File: src/rtl/ttt_pkg.sv
// Shared types and constants for the tic-tac-toe game controller:
// cell marks, winner codes, board shape, win lines and controller states.
package ttt_pkg;

    localparam int NUM_CELLS = 9;
    localparam logic [3:0] LAST_CELL = 4'd8;

    typedef enum logic [1:0] {
        EMPTY = 2'b00,
        X     = 2'b01,
        O     = 2'b10
    } mark_t;

    localparam logic [1:0] WINNER_NONE = 2'b00;
    localparam logic [1:0] WINNER_X    = 2'b01;
    localparam logic [1:0] WINNER_O    = 2'b10;
    localparam logic [1:0] WINNER_DRAW = 2'b11;

    // Cell i of the board lives in bits [2*i+1 : 2*i].
    typedef logic [NUM_CELLS-1:0][1:0] board_t;

    // Rows, columns, then the two diagonals.
    localparam logic [3:0] WIN_LINES [8][3] = '{
        '{4'd0, 4'd1, 4'd2},
        '{4'd3, 4'd4, 4'd5},
        '{4'd6, 4'd7, 4'd8},
        '{4'd0, 4'd3, 4'd6},
        '{4'd1, 4'd4, 4'd7},
        '{4'd2, 4'd5, 4'd8},
        '{4'd0, 4'd4, 4'd8},
        '{4'd2, 4'd4, 4'd6}
    };

    typedef enum logic [2:0] {
        CLEAR,
        IDLE,
        RD_CELL,
        CHK_CELL,
        WR_CELL,
        SCAN,
        EVAL,
        GAME_OVER
    } ctrl_state_t;

    function automatic logic [1:0] toggle_mark(input logic [1:0] m);
        return (m == X) ? O : X;
    endfunction

endpackage

File: src/rtl/ttt_if.sv
// Move handshake, game status and board-memory bus of the game controller.
// The timeout_forfeit signal exists only when TTT_MOVE_TIMEOUT_EN is defined.
interface ttt_if;
    logic       new_game;
    logic       move_valid;
    logic [3:0] move_addr;
    logic       move_ready;
    logic       move_done;
    logic       move_reject;
    logic [1:0] turn;
    logic       game_over;
    logic [1:0] winner;
    logic       busy;
    logic       mem_r_w;
    logic [3:0] mem_address;
    logic [1:0] mem_wdata;
    logic [1:0] mem_rdata;
`ifdef TTT_MOVE_TIMEOUT_EN
    logic       timeout_forfeit;
`endif

    modport master (
        input  new_game, move_valid, move_addr, mem_rdata,
        output move_ready, move_done, move_reject, turn, game_over, winner, busy,
               mem_r_w, mem_address, mem_wdata
`ifdef TTT_MOVE_TIMEOUT_EN
        , output timeout_forfeit
`endif
    );

    modport slave (
        output new_game, move_valid, move_addr, mem_rdata,
        input  move_ready, move_done, move_reject, turn, game_over, winner, busy,
               mem_r_w, mem_address, mem_wdata
`ifdef TTT_MOVE_TIMEOUT_EN
        , input timeout_forfeit
`endif
    );
endinterface

File: src/rtl/ttt_win_eval.sv
// Combinational board judge: reports the first completed line of X or O
// and whether every cell is occupied (reserved code 11 counts as occupied).
module ttt_win_eval
    import ttt_pkg::*;
(
    input  board_t     board,
    output logic       win,
    output logic [1:0] win_mark,
    output logic       full
);

    logic [1:0] a;
    logic [1:0] b;
    logic [1:0] c;

    // NOTE: every output gets a default before any branch, so no latch can be inferred.
    always_comb begin
        win      = 1'b0;
        win_mark = WINNER_NONE;
        full     = 1'b1;
        a        = EMPTY;
        b        = EMPTY;
        c        = EMPTY;
        for (int l = 0; l < 8; l++) begin
            a = board[WIN_LINES[l[2:0]][0]];
            b = board[WIN_LINES[l[2:0]][1]];
            c = board[WIN_LINES[l[2:0]][2]];
            if (!win && (a == X || a == O) && a == b && b == c) begin
                win      = 1'b1;
                win_mark = a;
            end
        end
        for (int i = 0; i < NUM_CELLS; i++) begin
            if (board[i[3:0]] == EMPTY) full = 1'b0;
        end
    end

endmodule

File: src/rtl/ttt_game_controller.sv
// Tic-tac-toe sequencer and sole owner of the 9-cell board memory.
// Optional idle-move forfeit is built when TTT_MOVE_TIMEOUT_EN is defined.
module ttt_game_controller
    import ttt_pkg::*;
#(
    parameter logic [1:0] FIRST_MARK = 2'b01
`ifdef TTT_MOVE_TIMEOUT_EN
    ,
    parameter int unsigned TIMEOUT_CYCLES = 250_000_000
`endif
) (
    input logic   clk,
    input logic   reset,
    ttt_if.master bus
);

    ctrl_state_t state;
    ctrl_state_t next_state;

    logic [3:0] count;
    logic [3:0] addr_q;
    logic [1:0] turn_q;
    logic [1:0] winner_q;
    logic       game_over_q;
    logic       done_q;
    logic       reject_q;
    logic       accept;
    board_t     shadow;

    logic       win;
    logic [1:0] win_mark;
    logic       full;

    ttt_win_eval u_win_eval (
        .board    (shadow),
        .win      (win),
        .win_mark (win_mark),
        .full     (full)
    );

    assign bus.move_ready  = (state == IDLE) && !bus.new_game;
    assign bus.busy        = (state != IDLE) && (state != GAME_OVER);
    assign bus.move_done   = done_q;
    assign bus.move_reject = reject_q;
    assign bus.turn        = turn_q;
    assign bus.winner      = winner_q;
    assign bus.game_over   = game_over_q;
    assign accept          = bus.move_ready && bus.move_valid;

    // Next state and memory bus; the bus idles as a read of cell 0.
    always_comb begin
        next_state      = state;
        bus.mem_r_w     = 1'b1;
        bus.mem_address = 4'd0;
        bus.mem_wdata   = 2'b00;
        case (state)
            CLEAR: begin
                bus.mem_r_w     = 1'b0;
                bus.mem_address = count;
                if (count == LAST_CELL) next_state = IDLE;
            end
            IDLE: begin
                if (bus.new_game)        next_state = CLEAR;
                else if (bus.move_valid) next_state = RD_CELL;
            end
            RD_CELL: begin
                bus.mem_address = addr_q;
                next_state      = (addr_q > LAST_CELL) ? IDLE : CHK_CELL;
            end
            CHK_CELL: begin
                next_state = (bus.mem_rdata != EMPTY) ? IDLE : WR_CELL;
            end
            WR_CELL: begin
                bus.mem_r_w     = 1'b0;
                bus.mem_address = addr_q;
                bus.mem_wdata   = turn_q;
                next_state      = SCAN;
            end
            SCAN: begin
                // Reads go out on counts 0..8; count 9 only collects the last read.
                if (count <= LAST_CELL) bus.mem_address = count;
                if (count == 4'd9)      next_state = EVAL;
            end
            EVAL: begin
                next_state = (win || full) ? GAME_OVER : IDLE;
            end
            GAME_OVER: begin
                if (bus.new_game) next_state = CLEAR;
            end
            default: next_state = CLEAR;
        endcase
    end

`ifdef TTT_MOVE_TIMEOUT_EN
    logic [31:0] idle_count;
    logic        forfeit;
    logic        forfeit_q;

    // Staying in IDLE means neither new_game nor move_valid, so a move always beats the forfeit.
    assign forfeit             = (state == IDLE) && (next_state == IDLE) &&
                                 (idle_count == TIMEOUT_CYCLES - 1);
    assign bus.timeout_forfeit = forfeit_q;

    always_ff @(posedge clk or negedge reset) begin
        if (!reset) begin
            idle_count <= '0;
            forfeit_q  <= 1'b0;
        end else begin
            forfeit_q <= forfeit;
            if (state != IDLE || next_state != IDLE || forfeit) idle_count <= '0;
            else                                                idle_count <= idle_count + 32'd1;
        end
    end
`endif

    always_ff @(posedge clk or negedge reset) begin
        if (!reset) begin
            state       <= CLEAR;
            count       <= 4'd0;
            addr_q      <= 4'd0;
            turn_q      <= FIRST_MARK;
            winner_q    <= WINNER_NONE;
            game_over_q <= 1'b0;
            done_q      <= 1'b0;
            reject_q    <= 1'b0;
        end else begin
            state    <= next_state;
            done_q   <= (state == EVAL);
            reject_q <= (state == RD_CELL && addr_q > LAST_CELL) ||
                        (state == CHK_CELL && bus.mem_rdata != EMPTY);

            if (next_state != state)                  count <= 4'd0;
            else if (state == CLEAR || state == SCAN) count <= count + 4'd1;

            if (accept) addr_q <= bus.move_addr;

            if (next_state == CLEAR) begin
                turn_q      <= FIRST_MARK;
                winner_q    <= WINNER_NONE;
                game_over_q <= 1'b0;
            end else if (state == EVAL) begin
                if (win) begin
                    winner_q    <= win_mark;
                    game_over_q <= 1'b1;
                end else if (full) begin
                    winner_q    <= WINNER_DRAW;
                    game_over_q <= 1'b1;
                end else begin
                    turn_q <= toggle_mark(turn_q);
                end
            end
`ifdef TTT_MOVE_TIMEOUT_EN
            else if (forfeit) begin
                turn_q <= toggle_mark(turn_q);
            end
`endif
        end
    end

    // NOTE: the shadow board is deliberately not reset; SCAN rewrites all nine cells before EVAL reads them.
    always_ff @(posedge clk) begin
        if (state == SCAN && count != 4'd0) shadow[count - 4'd1] <= bus.mem_rdata;
    end

endmodule

File: src/flat_wrapper.sv
// flat-port wrapper written by rule: the top's interface ports become plain ports
module ttt_game_controller_flat import ttt_pkg::*;
#(
    parameter logic [1:0] FIRST_MARK = 2'b01

)
  (clk, reset, bus_new_game, bus_move_valid, bus_move_addr, bus_mem_rdata, bus_move_ready, bus_move_done, bus_move_reject, bus_turn, bus_game_over, bus_winner, bus_busy, bus_mem_r_w, bus_mem_address, bus_mem_wdata);
  ttt_if bus_i ();
  input logic clk;
  input logic reset;
  input wire logic [$bits(bus_i.new_game)-1:0] bus_new_game;
  input wire logic [$bits(bus_i.move_valid)-1:0] bus_move_valid;
  input wire logic [$bits(bus_i.move_addr)-1:0] bus_move_addr;
  input wire logic [$bits(bus_i.mem_rdata)-1:0] bus_mem_rdata;
  output wire logic [$bits(bus_i.move_ready)-1:0] bus_move_ready;
  output wire logic [$bits(bus_i.move_done)-1:0] bus_move_done;
  output wire logic [$bits(bus_i.move_reject)-1:0] bus_move_reject;
  output wire logic [$bits(bus_i.turn)-1:0] bus_turn;
  output wire logic [$bits(bus_i.game_over)-1:0] bus_game_over;
  output wire logic [$bits(bus_i.winner)-1:0] bus_winner;
  output wire logic [$bits(bus_i.busy)-1:0] bus_busy;
  output wire logic [$bits(bus_i.mem_r_w)-1:0] bus_mem_r_w;
  output wire logic [$bits(bus_i.mem_address)-1:0] bus_mem_address;
  output wire logic [$bits(bus_i.mem_wdata)-1:0] bus_mem_wdata;
  assign bus_i.new_game = bus_new_game;
  assign bus_i.move_valid = bus_move_valid;
  assign bus_i.move_addr = bus_move_addr;
  assign bus_i.mem_rdata = bus_mem_rdata;
  assign bus_move_ready = bus_i.move_ready;
  assign bus_move_done = bus_i.move_done;
  assign bus_move_reject = bus_i.move_reject;
  assign bus_turn = bus_i.turn;
  assign bus_game_over = bus_i.game_over;
  assign bus_winner = bus_i.winner;
  assign bus_busy = bus_i.busy;
  assign bus_mem_r_w = bus_i.mem_r_w;
  assign bus_mem_address = bus_i.mem_address;
  assign bus_mem_wdata = bus_i.mem_wdata;
  ttt_game_controller #(.FIRST_MARK(FIRST_MARK)) u_core (.clk(clk), .reset(reset), .bus(bus_i));
endmodule
File: config.mk
export PLATFORM = sky130hd
export DESIGN_NAME = ttt_game_controller_flat
export DESIGN_NICKNAME = d
export VERILOG_FILES = /design/src/rtl/ttt_pkg.sv /design/src/rtl/ttt_if.sv /design/src/rtl/ttt_win_eval.sv /design/src/rtl/ttt_game_controller.sv /design/src/flat_wrapper.sv
export SDC_FILE = /design/constraint.sdc
export NUM_CORES = 1
export LEC_CHECK = 0
export ABC_AREA = 1
export CAP_MARGIN = 30
export CORE_MARGIN = 4
export CORE_UTILIZATION = 60
export CTS_BUF_LIST = sky130_fd_sc_hd__clkbuf_8
export CTS_CLUSTER_DIAMETER = 40
export DETAILED_ROUTE_END_ITERATION = 8
export PLACE_DENSITY = 0.93
export SLEW_MARGIN = 5
export SYNTH_ARGS = -nofsm -noshare
export SYNTH_HDL_FRONTEND = slang
export SYNTH_SLANG_ARGS = --single-unit
File: constraint.sdc
create_clock -name clk -period 3.5 [get_ports clk]
set_clock_uncertainty 0.15 [all_clocks]
set_input_delay 0.35 -clock clk [delete_from_list [all_inputs] [get_ports clk]]
set_output_delay 0.35 -clock clk [all_outputs]
set_load 0.01 [all_outputs]
; ---- Yosys cells after proc, flatten, opt, wreduce, memory -nomap -nowiden
; Cells that the tools add are included.
[word_totals]
ff_bits = 36
latch_bits = 0
mem_bits_rw = 0
romBits = 0
input_bits = 10
output_inout_bits = 16
elab_cells = 186
mem_count = 0
[classes]
add_sub_neg = 2
mul = 0
div_mod_pow = 0
n_lt_le_gt_ge = 4
eq_ne = 41
shifts = 0
muxes = 56
bitwise = 0
n_reduce_logical = 66
[ops]
columns = op, n
row1 = $mux 2, 20
row2 = $eq 2x2->1, 16
row3 = $logic_and 1x1->1, 30
row4 = $pmux 3 s8, 1
row5 = $mux 1, 22
row6 = $mux 3, 7
row7 = $bwmux 18, 1
row8 = $logic_not 2->1, 9
row9 = $eq 2x1->1 const B, 6
row10 = $eq 3x3->1 const B, 4
row11 = $mux 4, 3
row12 = $pmux 4 s3, 1
row13 = $eq 2x2->1 const B, 5
row14 = $demux 2 s4, 1
row15 = $eq 4x4->1 const B, 2
row16 = $logic_not 1->1, 8
row17 = $logic_or 1x1->1, 8
row18 = $eq 3x2->1 const B, 2
row19 = $logic_not 3->1, 2
row20 = $reduce_bool 2->1, 3
row21 = $lt 4x5->1 const B, 1
row22 = $add 4x1->4 const B, 1
row23 = $ge 4x1->1 const B, 1
row24 = $gt 4x4->1 const B, 1
row25 = other kinds (12), 14

; ---- Longest topological paths before layout
[depth]
ltp_word = 46
ltp_mapped = 14
mapped_depth_nobuf = 14

; ---- Cells and area by module
; From an unflattened synthesis, not the netlist that was laid out.
[unflattened]
hier_cells = 330
hier_area_um2 = 2553.7
[by_module_without_submodules]
columns = mod, n_inst, cells_per_inst, area_per_inst_um2, seq_area_each_um2
row1 = ttt_game_controller, 1, 195, 1813.0, 992.2
row2 = ttt_win_eval, 1, 135, 740.7, 0.0

; ---- Worst setup path after synthesis
; Ideal clock, no wire load.
[synth_timing]
path_type = register to register
start = register u_core.shadow[1] in the netlist's numbering
end = register u_core.count[0]
setup_ns = 0.122
arrival_ns = 1.809
setup_slack_ns = 1.419
path_stages_with_launch = 12
synth_period_minus_slack_ns = 2.081
cell_sequence = edfxtp_1 > inv_2 > ha_1 > a21boi_0 > nand3_2 > nand2_1 > nor2_1 > nand4_4 > nand2_4 > nand3_4 > o21ai_2 > nor2_1
[synth_between]
elab_chain_cells = 45
elab_cells_between_ends = 60
classes_between = 6 x eq/ne / 20 x mux / 34 x reduce/logical
[synth_lines]
columns = element, line
row1 = "start, declared", ttt_game_controller.sv:28  ; board_t shadow;
row2 = "start signal, assigned by index", ttt_game_controller.sv:162  ; if (state == SCAN && count != 4'd0) shadow[count - 4'd1] <= bus.mem_rdata;
row3 = $eq 2x1->1 / $eq 2x2->1 (equally long branches), ttt_win_eval.sv:28  ; if (!win && (a == X || a == O) && a == b && b == c) begin
row4 = $logic_or 1x1->1, ttt_win_eval.sv:28
row5 = $logic_and 1x1->1 (2 in series), ttt_win_eval.sv:28
row6 = $mux 1, ttt_win_eval.sv:28
row7 = $logic_not 1->1, ttt_win_eval.sv:28
row8 = $logic_and 1x1->1 (3 in series), ttt_win_eval.sv:28
row9 = $mux 1, ttt_win_eval.sv:28
row10 = $logic_not 1->1, ttt_win_eval.sv:28
row11 = (+25 left out), -
row12 = $logic_and 1x1->1 (3 in series), ttt_win_eval.sv:28
row13 = $mux 1, ttt_win_eval.sv:28
row14 = $logic_or 1x1->1 *, ttt_game_controller.sv:85  ; next_state = (win || full) ? GAME_OVER : IDLE;
row15 = $mux 3 *, ttt_game_controller.sv:85
row16 = $pmux 3 s8 *, ttt_game_controller.sv:56  ; case (state)
row17 = net u_core.next_state[1], ttt_game_controller.sv:18  ; ctrl_state_t next_state;
row18 = $ne 3x3->1 *, ttt_game_controller.sv:132  ; if (next_state != state) count <= 4'd0;
row19 = $mux 4 / $reduce_bool 2->1 (equally long branches), -
row20 = "end signal, assigned", ttt_game_controller.sv:133  ; else if (state == CLEAR || state == SCAN) count <= count + 4'd1;
row21 = "end, declared", ttt_game_controller.sv:20  ; logic [3:0] count;
; Mark *: on every way through the listed nets, which the timed path passes. The rest lies on a longest branch.
; A chain may end at the register's enable or synchronous reset.

; ---- Worst setup path in the final report
[layout_timing]
start = register u_core.count[0]
end = output bus_mem_address[3]
[layout_between]
elab_chain_cells = 3
[layout_lines]
columns = element, line
row1 = $le 4x4->1, ttt_game_controller.sv:81  ; if (count <= LAST_CELL) bus.mem_address = count;
row2 = $mux 4, ttt_game_controller.sv:81
row3 = $pmux 4 s3, ttt_game_controller.sv:56
row4 = "end, declared", flat_wrapper.sv:23  ; output wire logic [$bits(bus_i.mem_address)-1:0] bus_mem_address;
; Every way passes these cells.

==> flow_metrics.env <==
export IMPL_synth_async_reset_ratio_pct=50.00
export IMPL_ir_worst_vdd_v=0.0004113
export IMPL_drt_initial_drc_count=216
export IMPL_grt_usage_pct=22.75
export IMPL_path_cells="inv_1 -> ha_1 -> inv_1 -> nor2_1 -> nand2_1 -> o221ai_1 -> clkdlybuf4s50_1"
export IMPL_rsz0062_at_grt="false"
export IMPL_power_density_nw_per_um2=521.5
export IMPL_portBuffers=25
export IMPL_rows=23
export IMPL_antenna_found_initial=0
export IMPL_max_slew_margin_rel_pct=43.19
export IMPL_p_int_uw=897.4
export IMPL_fin_crit_ns=2.853
export IMPL_synth_area_leaders="edfxtp_1 22%, dfrtp_1 17%, nand2_1 9.2%, nor2_1 7.9%, inv_1 6.6%"
export IMPL_ys_flop_type="edfxtp_1"
export IMPL_synth_top_area_share_pct=21.98
export IMPL_avgSynthCellArea_um2=7.707
export IMPL_tightest_slew_ns=0.8494
export IMPL_timing_final_crit_share_pct=81.51
export IMPL_clockRootBuffer="clkbuf_8"
export IMPL_synth_edf_count=18
export IMPL_pwr_share_seq_pct=37.8
export IMPL_place_detailed_hpwl_mm=4.229
export IMPL_grt_max_degree=19
export IMPL_p_leak_uw=0.001298
export IMPL_combPwrFrac_pct=43.2
export IMPL_synthCells=319
export IMPL_cts_sinks=36
export IMPL_path_buf_inv=3
export IMPL_grt_ovfl_total=0
export IMPL_drive_above_1_share_pct=9.687
export IMPL_critPathLaunchType="flop"
export IMPL_switching_share_pct=39.60
export IMPL_critical_path_class="reg -> out"
export IMPL_ios=26
export IMPL_start_util_pct=61.91
export IMPL_hp_class="reg -> reg"
export IMPL_critPathArrivalTime_ns=2.35
export IMPL_yosysSeqAreaShare_pct=40.36
export IMPL_core_um2=3971
export IMPL_clk_latency_ns=0.29
export IMPL_synth_distinct_cells=31
export IMPL_p_clk_share_pct=19.0
export IMPL_slew_viol_final=0
export IMPL_run_status="complete, no violations"
export IMPL_final_cell_mix="60 x nand2_1, 52 x nor2_1, 43 x inv_1, 26 x nand3_1, 25 x clkdlybuf4s50_1"
export IMPL_hold_buffers=0
export IMPL_diodes=0
export IMPL_first_global_vias=2098
export IMPL_syn_nets=341
export IMPL_cp_required_ns=3.00
export IMPL_drc=0
export IMPL_fp_dieW_um=72.02
export IMPL_cp_max_fo=6
export IMPL_critPathTopFamily="buffers and inverters"
export IMPL_syn_to_final_growth_pct=15.88
export IMPL_routedWlPerCell_um=13.44
export IMPL_dieArea_um2=5186
export IMPL_maxCapViolations=0
export IMPL_cts_tree="yes"
export IMPL_finalHoldViolCount=0
export IMPL_yosysWarnings=0
export IMPL_max_freq_ghz=0.3505
export IMPL_fp_dieH_um=72.02
export IMPL_vias=2242
export IMPL_final_net_count=372
export IMPL_syn_area_um2=2459
export IMPL_cp_slowest_cell="clkdlybuf4s50_1"
export IMPL_cts_htree_levels=2
export IMPL_drt_first_pass_iters=5
export IMPL_finalSetupTns_ns=0
export IMPL_ys_ff_latch=36
export IMPL_fin_total_pwr_uw=1486
export IMPL_cts_buffer_depth=2
export IMPL_cts_resized=0
export IMPL_setup_violations=0
export IMPL_cts_buffers=5
export IMPL_synth_top_area_cell="edfxtp_1"
export IMPL_vias_per_cell=5.591
export IMPL_antenna_left=0
export IMPL_cpMostUsedCell="inv_1"
export IMPL_layout_commonest_cell="nand2_1"
export IMPL_switchingPower_uw=588.3
export IMPL_gp_congestion=0.9892
export IMPL_grt_pass1_wl_mm=9.280
export IMPL_postCtsSetupRepairBufs=0
export IMPL_clk_pin_slew_ns=0.08
export IMPL_end_kind="output pin"
export IMPL_drt_wl_total_mm=5.388
export IMPL_max_stage_delay_ns=0.57
-- path summary, 6_finish.rpt --
kind / startpoint / to / slack, ns / cells after the start
worst max-delay path: u_core.count[0] / bus_mem_address[3] / 0.65 / 7
worst min-delay path: u_core.bus.turn[0] / u_core.bus.turn[0] / 0.36 / 2
worst max register to register: u_core.shadow[1] / u_core.count[3] / 1.07 / 11
worst min register to register: u_core.bus.turn[0] / u_core.bus.turn[0] / 0.36 / 2
max in group asynchronous: reset / u_core.count[2] / 2.28 / 1
min in group asynchronous: reset / u_core.bus.game_over / 0.39 / 1
-- cells by family after synthesis --
family	after synthesis	share of synthesized area [%]
xor+xnor	4	1.425
simple gates	173	33.59
flops	36	40.36
fa+ha+maj	12	6.107
buf+inv	52	7.989
mux	4	1.832
compound gates	38	8.703
-- registers in the layout, summed over array words and instances (netlist names) --
name	count
u_core.count	4
u_core.bus.game_over	1
u_core.state	3
u_core.shadow	18
u_core.bus.move_reject	1
u_core.bus.winner	2
u_core.bus.move_done	1
u_core.addr_q	4
u_core.bus.turn	2
-- area by class of cell --
type | instances | area [um^2]
Multi-Input combinational cell | 231 | 1270
Fill cell | 297 | 1122
Sequential cell | 36 | 992.2
Timing Repair Buffer | 25 | 250.2
Inverter | 51 | 191.4
Clock buffer | 5 | 68.82
Tap cell | 50 | 62.56
Clock inverter | 3 | 13.76
-- power groups by stage --
| stage | sequential, uW | clock [uW] | combinational, uW |
|---|---|---|---|
| 3_3_place_gp | 565 | 0 | 613 |
| 3_5_place_dp | 568 | 0 | 638 |
| 4_1_cts | 560 | 290 | 642 |
| 2_1_floorplan | 560 | 0 | 421 |
| 5_1_grt | 574 | 310 | 719 |
| 6_report | 561 | 282 | 642 |
-- synth_stat cells, drive strengths merged (3+ instances only) --
| cell type | instances |
|---|---|
| a21boi | 3 |
| nand4 | 11 |
| nand2 | 64 |
| a21oi | 6 |
| nor3 | 12 |
| mux2 | 4 |
| ha | 12 |
| inv | 51 |
| o21ai | 25 |
| xor2 | 4 |
| edfxtp | 18 |
| nand3 | 30 |
| dfrtp | 17 |
| nor2 | 55 |
-- per-stage QoR --
| step | setup WS, ns | hold slack, ns | area (um^2) | utilization, % | cells |
|---|---|---|---|---|---|
| final | 0.6472 | 0.3562 | 2849 | 71.74 | 401 |
| after global routing | 0.4582 | 0.3768 | 2849 | 71.74 | 401 |
| after CTS | 0.6382 | 0.3572 | 2849 | 71.74 | 401 |
| after detailed placement | 0.9906 | 0.3463 | 2766 | 69.66 | 393 |
| after global placement | 1.068 | 0.3265 | 2766 | 69.66 | 393 |
| after floorplan | 1.419 | -0.09559 | 2459 | - | 319 |
-- worst min-delay path: stages, from the launching register on --
cell and delay [ns]:
dfstp_2 0.38, o21ai_0 0.07, nand2_1 0.06
-- per-layer routing --
layer  routed length [um]  track usage, %
met1                 2314           27.85
met2                 2682           39.18
met3                  270           4.986
met4                  121           8.768
met5                    0               0
Note: power is estimated with default switching activity, not from simulation.
